### src/rtl/uart_tx_arbiter.sv
// Round-robin arbiter sharing one UART TX between N_REQ pulse requesters.
// Define UART_ARB_FIXED_PRIO_EN for fixed priority (lowest index wins, ptr held at 0).
module uart_tx_arbiter #(
    parameter int N_REQ  = 4,
    parameter int DATA_W = 8
) (
    input  logic                      clk_i,
    input  logic                      rst_i,
    input  logic [N_REQ-1:0]          req_pulse_i,
    input  logic [N_REQ*DATA_W-1:0]   req_data_i,
    input  logic                      ovf_clr_i,
    input  logic                      tx_ready_i,
    output logic                      tx_valid_o,
    output logic [DATA_W-1:0]         tx_data_o,
    output logic [N_REQ-1:0]          grant_o,
    output logic [N_REQ-1:0]          pending_o,
    output logic [N_REQ-1:0]          overflow_o
);

    localparam int IDX_W = (N_REQ > 1) ? $clog2(N_REQ) : 1;

    typedef enum logic [0:0] {
        IDLE = 1'b0,
        SEND = 1'b1
    } state_t;

    state_t              state_r;
    logic [N_REQ-1:0]    pending_r;
    logic [N_REQ-1:0]    overflow_r;
    logic [DATA_W-1:0]   data_r [N_REQ];
    logic [IDX_W-1:0]    ptr_r;
    logic [IDX_W-1:0]    winner_r;
    logic [IDX_W-1:0]    pick_s;
    logic                any_s;
    logic                hs_s;
    logic [N_REQ-1:0]    done_s;
    logic [N_REQ-1:0]    capture_s;
    logic [N_REQ-1:0]    ovf_evt_s;

    function automatic logic [N_REQ-1:0] onehot(input logic [IDX_W-1:0] idx);
        logic [N_REQ-1:0] v;
        v      = '0;
        v[idx] = 1'b1;
        return v;
    endfunction

    // Winner selection; scanning downward lets the first match in priority order land last.
    always_comb begin
        int idx_v;
        pick_s = '0;
        any_s  = 1'b0;
        idx_v  = 0;
        for (int i = N_REQ - 1; i >= 0; i--) begin
`ifdef UART_ARB_FIXED_PRIO_EN
            idx_v = i;
`else
            idx_v = int'(ptr_r) + i;
            if (idx_v >= N_REQ) begin
                idx_v = idx_v - N_REQ;
            end else begin
                idx_v = idx_v;
            end
`endif
            if (pending_r[idx_v]) begin
                pick_s = IDX_W'(idx_v);
                any_s  = 1'b1;
            end else begin
                pick_s = pick_s;
            end
        end
    end

    assign hs_s      = (state_r == SEND) && tx_ready_i;
    assign done_s    = hs_s ? onehot(winner_r) : '0;
    // A pulse landing on the request being consumed this cycle re-arms it instead of overflowing.
    assign capture_s = req_pulse_i & (~pending_r | done_s);
    assign ovf_evt_s = req_pulse_i & pending_r & ~done_s;

    assign pending_o  = pending_r;
    assign overflow_o = overflow_r;

    // Pending flags, latched bytes and sticky overflow flags.
    always_ff @(posedge clk_i) begin
        if (rst_i) begin
            pending_r  <= '0;
            overflow_r <= '0;
            for (int k = 0; k < N_REQ; k++) begin
                data_r[k] <= '0;
            end
        end else begin
            for (int k = 0; k < N_REQ; k++) begin
                if (capture_s[k]) begin
                    data_r[k] <= req_data_i[k*DATA_W +: DATA_W];
                end
            end
            pending_r  <= (pending_r & ~done_s) | capture_s;
            overflow_r <= (ovf_clr_i ? '0 : overflow_r) | ovf_evt_s;
        end
    end

    // Grant FSM driving the registered valid/ready handshake.
    always_ff @(posedge clk_i) begin
        if (rst_i) begin
            state_r    <= IDLE;
            tx_valid_o <= 1'b0;
            tx_data_o  <= '0;
            grant_o    <= '0;
            winner_r   <= '0;
            ptr_r      <= '0;
        end else begin
            case (state_r)
                IDLE: begin
                    if (any_s) begin
                        tx_data_o  <= data_r[pick_s];
                        grant_o    <= onehot(pick_s);
                        winner_r   <= pick_s;
                        tx_valid_o <= 1'b1;
                        state_r    <= SEND;
                    end
                end
                SEND: begin
                    if (tx_ready_i) begin
                        tx_valid_o <= 1'b0;
                        grant_o    <= '0;
                        state_r    <= IDLE;
`ifdef UART_ARB_FIXED_PRIO_EN
                        ptr_r      <= '0;
`else
                        if (winner_r == IDX_W'(N_REQ - 1)) begin
                            ptr_r <= '0;
                        end else begin
                            ptr_r <= winner_r + IDX_W'(1);
                        end
`endif
                    end
                end
                default: begin
                    state_r    <= IDLE;
                    tx_valid_o <= 1'b0;
                    grant_o    <= '0;
                end
            endcase
        end
    end

endmodule

### config.mk
export PLATFORM = sky130hd
export DESIGN_NAME = uart_tx_arbiter
export DESIGN_NICKNAME = d
export VERILOG_FILES = /design/src/rtl/uart_tx_arbiter.sv
export SDC_FILE = /design/constraint.sdc
export NUM_CORES = 1
export LEC_CHECK = 0
export ABC_AREA = 1
export ABC_CLOCK_PERIOD_IN_PS = 1810
export BUFFER_PORTS_ARGS = -buffer_cell sky130_fd_sc_hd__clkbuf_2
export CAP_MARGIN = 20
export CORE_MARGIN = 2
export CORE_UTILIZATION = 51
export CTS_BUF_LIST = sky130_fd_sc_hd__clkbuf_8
export DETAILED_ROUTE_END_ITERATION = 8
export GPL_ROUTABILITY_DRIVEN = 0
export PLACE_DENSITY_LB_ADDON = 0.1
export SETUP_SLACK_MARGIN = 0.4
export SLEW_MARGIN = 20
export SYNTH_ARGS = -nofsm -noshare
export SYNTH_HDL_FRONTEND = slang
export SYNTH_SLANG_ARGS = --single-unit
### constraint.sdc
create_clock -name clk_i -period 1.81 [get_ports clk_i]
set_input_delay 0.181 -clock clk_i [delete_from_list [all_inputs] [get_ports clk_i]]
set_output_delay 0.181 -clock clk_i [all_outputs]
set_load 0.1 [all_outputs]
### Word level (Yosys, flattened, before mapping)

Memories as Yosys holds them, arrays and structs flattened. A register that Yosys moved wholly into a read port is not among the register bits.
Index checks and enable logic that the tools add are counted.

* bits in writable memories: 32
* output and inout port bits: 21
* memories kept: 1
* input port bits: 40
* logic and storage cells: 109
* flip-flop bits (word level): 18

* add/subtract/negate cells: 8
* bitwise gates (word level): 14
* $lt $le $gt $ge: 12
* muxes and demuxes: 58
* equal/unequal tests: 3
* reduce and logical (&&, ||, !) cells: 6

Memory list
* data_r: words 4, width 8, rd ports 1, clocked after Yosys merged registers in 1, write ports 4, line 30 `logic [DATA_W-1:0] data_r [N_REQ];`

Operators with widths (number)
* 32-bit by 4-bit less-than comparator with 1-bit output, second input constant: 4
* 32-bit 2-to-1 mux: 4
* 1-bit 2-to-1 mux: 32
* 8-bit 2-to-1 mux: 4
* 4-bit bitwise AND: 4
* 4-bit 2-to-1 mux: 4
* 4-bit bitwise OR: 3
* 3-bit by 3-bit subtractor with 4-bit output, second input constant: 3
* 2-bit 2-to-1 mux: 5
* 3-bit greater-or-equal comparator, second input constant: 3
* 1-bit binary-select mux with 2-bit select: 4
* 4-bit inverter: 2
* 4-bit case mux with 2 select lines: 1
* 2-bit by 2-bit adder with 3-bit output, second input constant: 2
* 2-bit by 3-bit less-than comparator with 1-bit output, second input constant: 2
* 2-bit AND reduction: 3
* 1-bit demux with 2-bit select: 2
* 2-bit by 1-bit greater-or-equal comparator with 1-bit output, second input constant: 2
* 2-bit != test, second input constant: 2
* 1-bit bitwise OR: 4
* 1-bit case mux with 2 select lines: 2
* 2-bit by 3-bit subtractor with 4-bit output, second input constant: 1
* 2-bit by 1-bit adder with 3-bit output, second input constant: 1
* 2-bit by 3-bit greater-or-equal comparator with 1-bit output, second input constant: 1
* 4 further kinds: 6

### Logic depth before layout (Yosys ltp)

* depth in word-level cells: 16
* mapped depth: 16
* depth with buffers taken out: 14

### Least setup slack after synthesis

Ideal clock, no wire load.

* path type: register to register
* from: register pending_r[0], in the netlist pending_o[0]
* to: register tx_data_o[3], read port of data_r
* period minus slack after synthesis: 2.266 ns
* arrival: 2.147 ns
* buffers on the path: 1
* slack: -0.456 ns
* required time: 1.691 ns
* setup time: 0.119 ns
* cell stages (with the launch flop): 15
* path through: dfxtp_1 > inv_1 > nand2_2 > nand3_2 > nand2_1 > inv_2 > nand2_2 > nand2_2 > nand2_4 > nand2_8 > buf_12 > nor2_1 > nor2_1 > nor2_1 > nor2_1

* cells in the longest elaborated chain, start to end: 8
* elaborated cells between the ends (all ways): 21
* classes of those cells: 20 x mux; 1 x reduce/logical

Ends and longest elaborated chain
* from (decl): line 28 `logic [N_REQ-1:0] pending_r;`
* from (signal assigned): line 96 `pending_r <= (pending_r & ~done_s) | capture_s;`
* 1-bit binary-select mux with 2-bit select: line 64 `if (pending_r[idx_v]) begin`
* 1-bit 2-to-1 mux (not written as such) (2 in series): line 64
* 1-bit 2-to-1 mux (4 in series): line 64
* 2-bit AND reduction (no source line)
* to (decl): line 14 `output logic [DATA_W-1:0] tx_data_o,`

Parallel ways exist; a longest one is shown, timed or not. The select of a mux whose other input is x is not followed.
A chain may end at the register's enable or synchronous reset.

### Worst setup path after layout

* from: register ptr_r[1]
* to: register tx_data_o[2], read port of data_r

* cells in the longest elaborated chain, start to end: 11
* elaborated cells between the ends (all ways): 36
* classes of those cells: 7 x add/sub; 4 x order compare; 24 x mux; 1 x reduce/logical

Ends and longest elaborated chain
* from (decl): line 31 `logic [IDX_W-1:0] ptr_r;`
* from (signal assigned): line 132 `ptr_r <= winner_r + IDX_W'(1);`
* 2-bit by 2-bit adder with 3-bit output: line 57 `idx_v = int'(ptr_r) + i;`
* 3-bit by 3-bit subtractor with 4-bit output / 3-bit greater-or-equal comparator (equally long branches): line 59, 58
* 32-bit 2-to-1 mux: line 58 `if (idx_v >= N_REQ) begin`
* 1-bit binary-select mux with 2-bit select: line 64
* 1-bit 2-to-1 mux (not written as such) (2 in series): line 64
* 1-bit 2-to-1 mux (4 in series): line 64
* 2-bit AND reduction (no source line)

Parallel ways exist; a longest one is shown, timed or not. The select of a mux whose other input is x is not followed.

==> impl_metrics.csv <==
group,metric,value,unit
setup_path,worstPathCellList,"inv_4 -> nand2_1 -> nand2_2 -> nand2_2 -> nand2_4 -> nor2_4 -> nor2_4 -> nand2_8 -> buf_6 -> nand4_1 -> nand3_1 -> nor2_1 -> nor2_1",
floorplan,ioPinCount,61,
synth,yosysUniqueCellTypes,27,
setup_path,slowest_stage,"dfxtp_4",
place,dp_cells,487,
synth,synth_flop_cell,"edfxtp_1",
clock_tree,numCtsBuffers,9,
detailed_routing,wl_per_cell,14.40,µm
detailed_routing,drt_iter0_markers,202,
setup_path,reg2reg_from,"ptr_r[1]",
sta,report.final.setup_viol,0,
setup_path,setup.worst_path.start_class,"flop",
final_layout,nNetsFinal,491,
sta,slew_violations,0,
floorplan,dieArea,6265,µm²
global_routing,grt_max_degree,20,
sta,timing.hold.ws,0.1200,ns
worst_hold_path,min_from,"req_pulse_i[1]",
outcome,status,"finished clean",
setup_path,worstPathMaxFanout,8,
final_layout,area_growth,41.92,%
synth,synth-edff-count,32,
sta,finClkSkew,0.008120,ns
synth,synthesis.instances,353,
floorplan,die_w,79.15,µm
final_layout,diodes,0,
global_routing,grt_pass1_vias,2547,
pwr,power_switching_share,0.4365,
worst_hold_path,holdPathStages,3,
pwr,p_seq_frac,0.353,
setup_path,cp_top_family,"simple AND/OR/NAND/NOR gates",
pwr,combPwrFrac,0.435,
pwr,internal_power,0.002675,W
floorplan,fp.coreArea,5473,µm²
clock_tree,cts.sinks,58,
synth,synth.cell_area,2880,µm²
synth,ys_seq_elements,58,
setup_path,ff2ff_setup_slack,0.09,ns
sta,setup_slack,0.09073,ns
pwr,p_sw,0.002072,W
detailed_routing,first_pass_iters,4,
setup_path,path_depth,13,
synth,synth.cells.most_frequent,"inv_1 (65), nor2_1 (62), nand2_1 (58)",
synth,yosysSeqAreaShare,0.5143,
final_layout,fill_cells,384,
worst_hold_path,whs_endpoint,"overflow_o[1]",
detailed_routing,drt-total-wl,7548,µm
sta,rsz0062_at_grt,"yes",
global_routing,antenna_found_initial,0,
final_layout,multi_input_area,1460,µm²
sta,relSlewSlack,0.5990,
flow_run,max_cap_viol_count,0,
sta,hold_viol,0,
setup_path,crit_buf_inv,2,
place,io_buffers,60,
setup_path,cpPeakStageDelay,0.38,ns
sta,tightest_slew,0.6009,ns
detailed_routing,ant_nets,0,
synth,ys_async_sr_fraction,0,
clock_tree,hold_buffers,0,
sta,fin_crit_sh,0.9499,
sta,max_freq,581.6,MHz
synth,avgSynthCellArea,8.159,µm²
final_layout,fin_area,4088,µm²
pwr,peakVddDrop,0.5821,mV
final_layout,final_cells,524,
pwr,power.density,1161,nW/µm²
setup_path,regToRegEndpoint,"tx_data_o[2]",
synth,netlist.top_cell.by_area,"edfxtp_1",
pwr,p_clk_frac,0.212,
place,place_area,3412,µm²
clock_tree,clk_pin_slew,0.06,ns
worst_hold_path,hp-class,"in -> reg",
synth,synth_area_leaders,"edfxtp_1 (33%), dfxtp_1 (18%), inv_1 (8.5%), nor2_1 (8.1%), nand2_1 (7.6%)",
clock_tree,clk_path_buf_depth,2,
clock_tree,cts_tree,"yes",
detailed_routing,avgViaCountPerCell,5.015,
synth,post-synth-top-area-fraction,0.3336,
pwr,leakage,1.948,nW
setup_path,arrival,1.94,ns
final_layout,layout-drive-gt1-share,0.4491,
detailed_routing,route.detailed.drc,0,
synth,synth_fp_nets,397,
clock_tree,cts_root_buffer,"clkbuf_8",
place,place_ws,-0.1085,ns
clock_tree,cts-htree-levels,3,
place,dp_hpwl,4629,µm
setup_path,worstSetupPathType,"reg -> reg",
global_routing,overflow,0,
floorplan,rows,27,
clock_tree,clk_latency,0.34,ns
final_layout,utilization,0.7469,
detailed_routing,vias,2628,
setup_path,critPathCaptureType,"flop",
global_routing,grt_pass1_wl,11670,µm
floorplan,initial_core_util,0.5263,
setup_path,r2r_cells,13,
sta,min_period,1.719,ns
setup_path,timing.critical_path.required,2.04,ns
floorplan,dieHeight,79.15,µm
global_routing,grt_util_all_layers,0.2434,
final_layout,regArea,1513,µm²
synth,yosysWarnings,0,
synth,synthMostInstantiatedCell,"inv_1",
state kept, by name (all words and copies together), names as in the netlist, 2 cells and up:
signal	count
data_r	32
tx_data_o	8
grant_o	4
overflow_o	4
pending_o	4
ptr_r	2
winner_r	2
worst reg2reg max path: cells and delay by family, from the launching register on:
kind          cells  cell delay (ns)
simple gates     11             0.99
flops             1             0.38
buf+inv           2             0.25
layout make-up:
type,instances,share of cell area
flip-flops and latches,58,0.3701
clock inverters,6,0.006122
clock buffers,10,0.03367
inverters,70,0.07040
repair buffers,90,0.1405
well taps,72,0.02204
multi-input cells,218,0.3572
cell usage in the layout, fill, tap and decap left out, types with 3 or more instances in the layout:
master / Yosys / routed
a21oi_1: 15 / 14
buf_12: 1 / 3
buf_4: 0 / 24
buf_6: 2 / 3
clkbuf_2: 0 / 60
clkbuf_8: 0 / 10
dfxtp_1: 26 / 17
dfxtp_4: 0 / 8
edfxtp_1: 32 / 32
ha_4: 0 / 4
inv_1: 65 / 54
inv_2: 3 / 12
inv_4: 1 / 4
nand2_1: 58 / 43
nand2_2: 7 / 12
nand2_4: 3 / 13
nand2_8: 1 / 3
nand3_1: 27 / 11
nand3_2: 1 / 13
nand3_4: 1 / 5
nand4_1: 8 / 8
nor2_1: 62 / 56
nor2_2: 8 / 11
nor2_4: 0 / 3
o21ai_0: 18 / 9
o21ai_4: 0 / 6
kinds of logic after synthesis:
group / after synthesis / synth area share
and+or+nand+nor: 177 / 0.2850
buffers and inverters: 79 / 0.1212
DFF: 58 / 0.5143
AOI/OAI and AO/OA: 35 / 0.06212
adders and majority gates: 4 / 0.01738
repair_timing:
action,4_1_cts,5_1_grt
setup endpoints to repair,80,70
cloned,1,1
resized for setup,55,33
pin swaps,26,14
buffers inserted,10,9
through the flow:
stage               power [W]  setup TNS, ns
floorplan            0.003033              0
global route         0.004986       -0.03219
finish               0.004747              0
global placement     0.003306        -0.2510
CTS                  0.004539              0
detailed placement   0.003322        -0.5076
worst max path at each step:
| stage | startpoint | end | slack [ns] |
|---|---|---|---|
| global route | ptr_r[0] | tx_data_o[7] | -0.02 |
| CTS | ptr_r[0] | tx_data_o[1] | 0.16 |
| detailed placement | ptr_r[0] | grant_o[1] | -0.11 |
| global placement | ptr_r[0] | grant_o[1] | -0.06 |
| finish | ptr_r[1] | tx_data_o[2] | 0.09 |
| floorplan | pending_o[1] | tx_data_o[3] | 0.09 |
power groups by stage:
stage          sequential [W]  combinational [W]  clock [W]
5_1_grt               0.00169            0.00220    0.00110
6_report              0.00168            0.00207    0.00100
3_5_place_dp          0.00167            0.00165          0
4_1_cts               0.00166            0.00186    0.00102
3_3_place_gp          0.00167            0.00164          0
2_1_floorplan         0.00219           0.000843          0
metal layers:
metal  vias up  GRT usage  part of all wire
met3        13    0.06477             0.056
met2        81     0.4068              0.51
met5         -          0                 0
met4         0    0.09138             0.015
li1       1304          -                 -
met1      1230     0.3019              0.42
No activity file was read; power rests on OpenSTA's default activity.
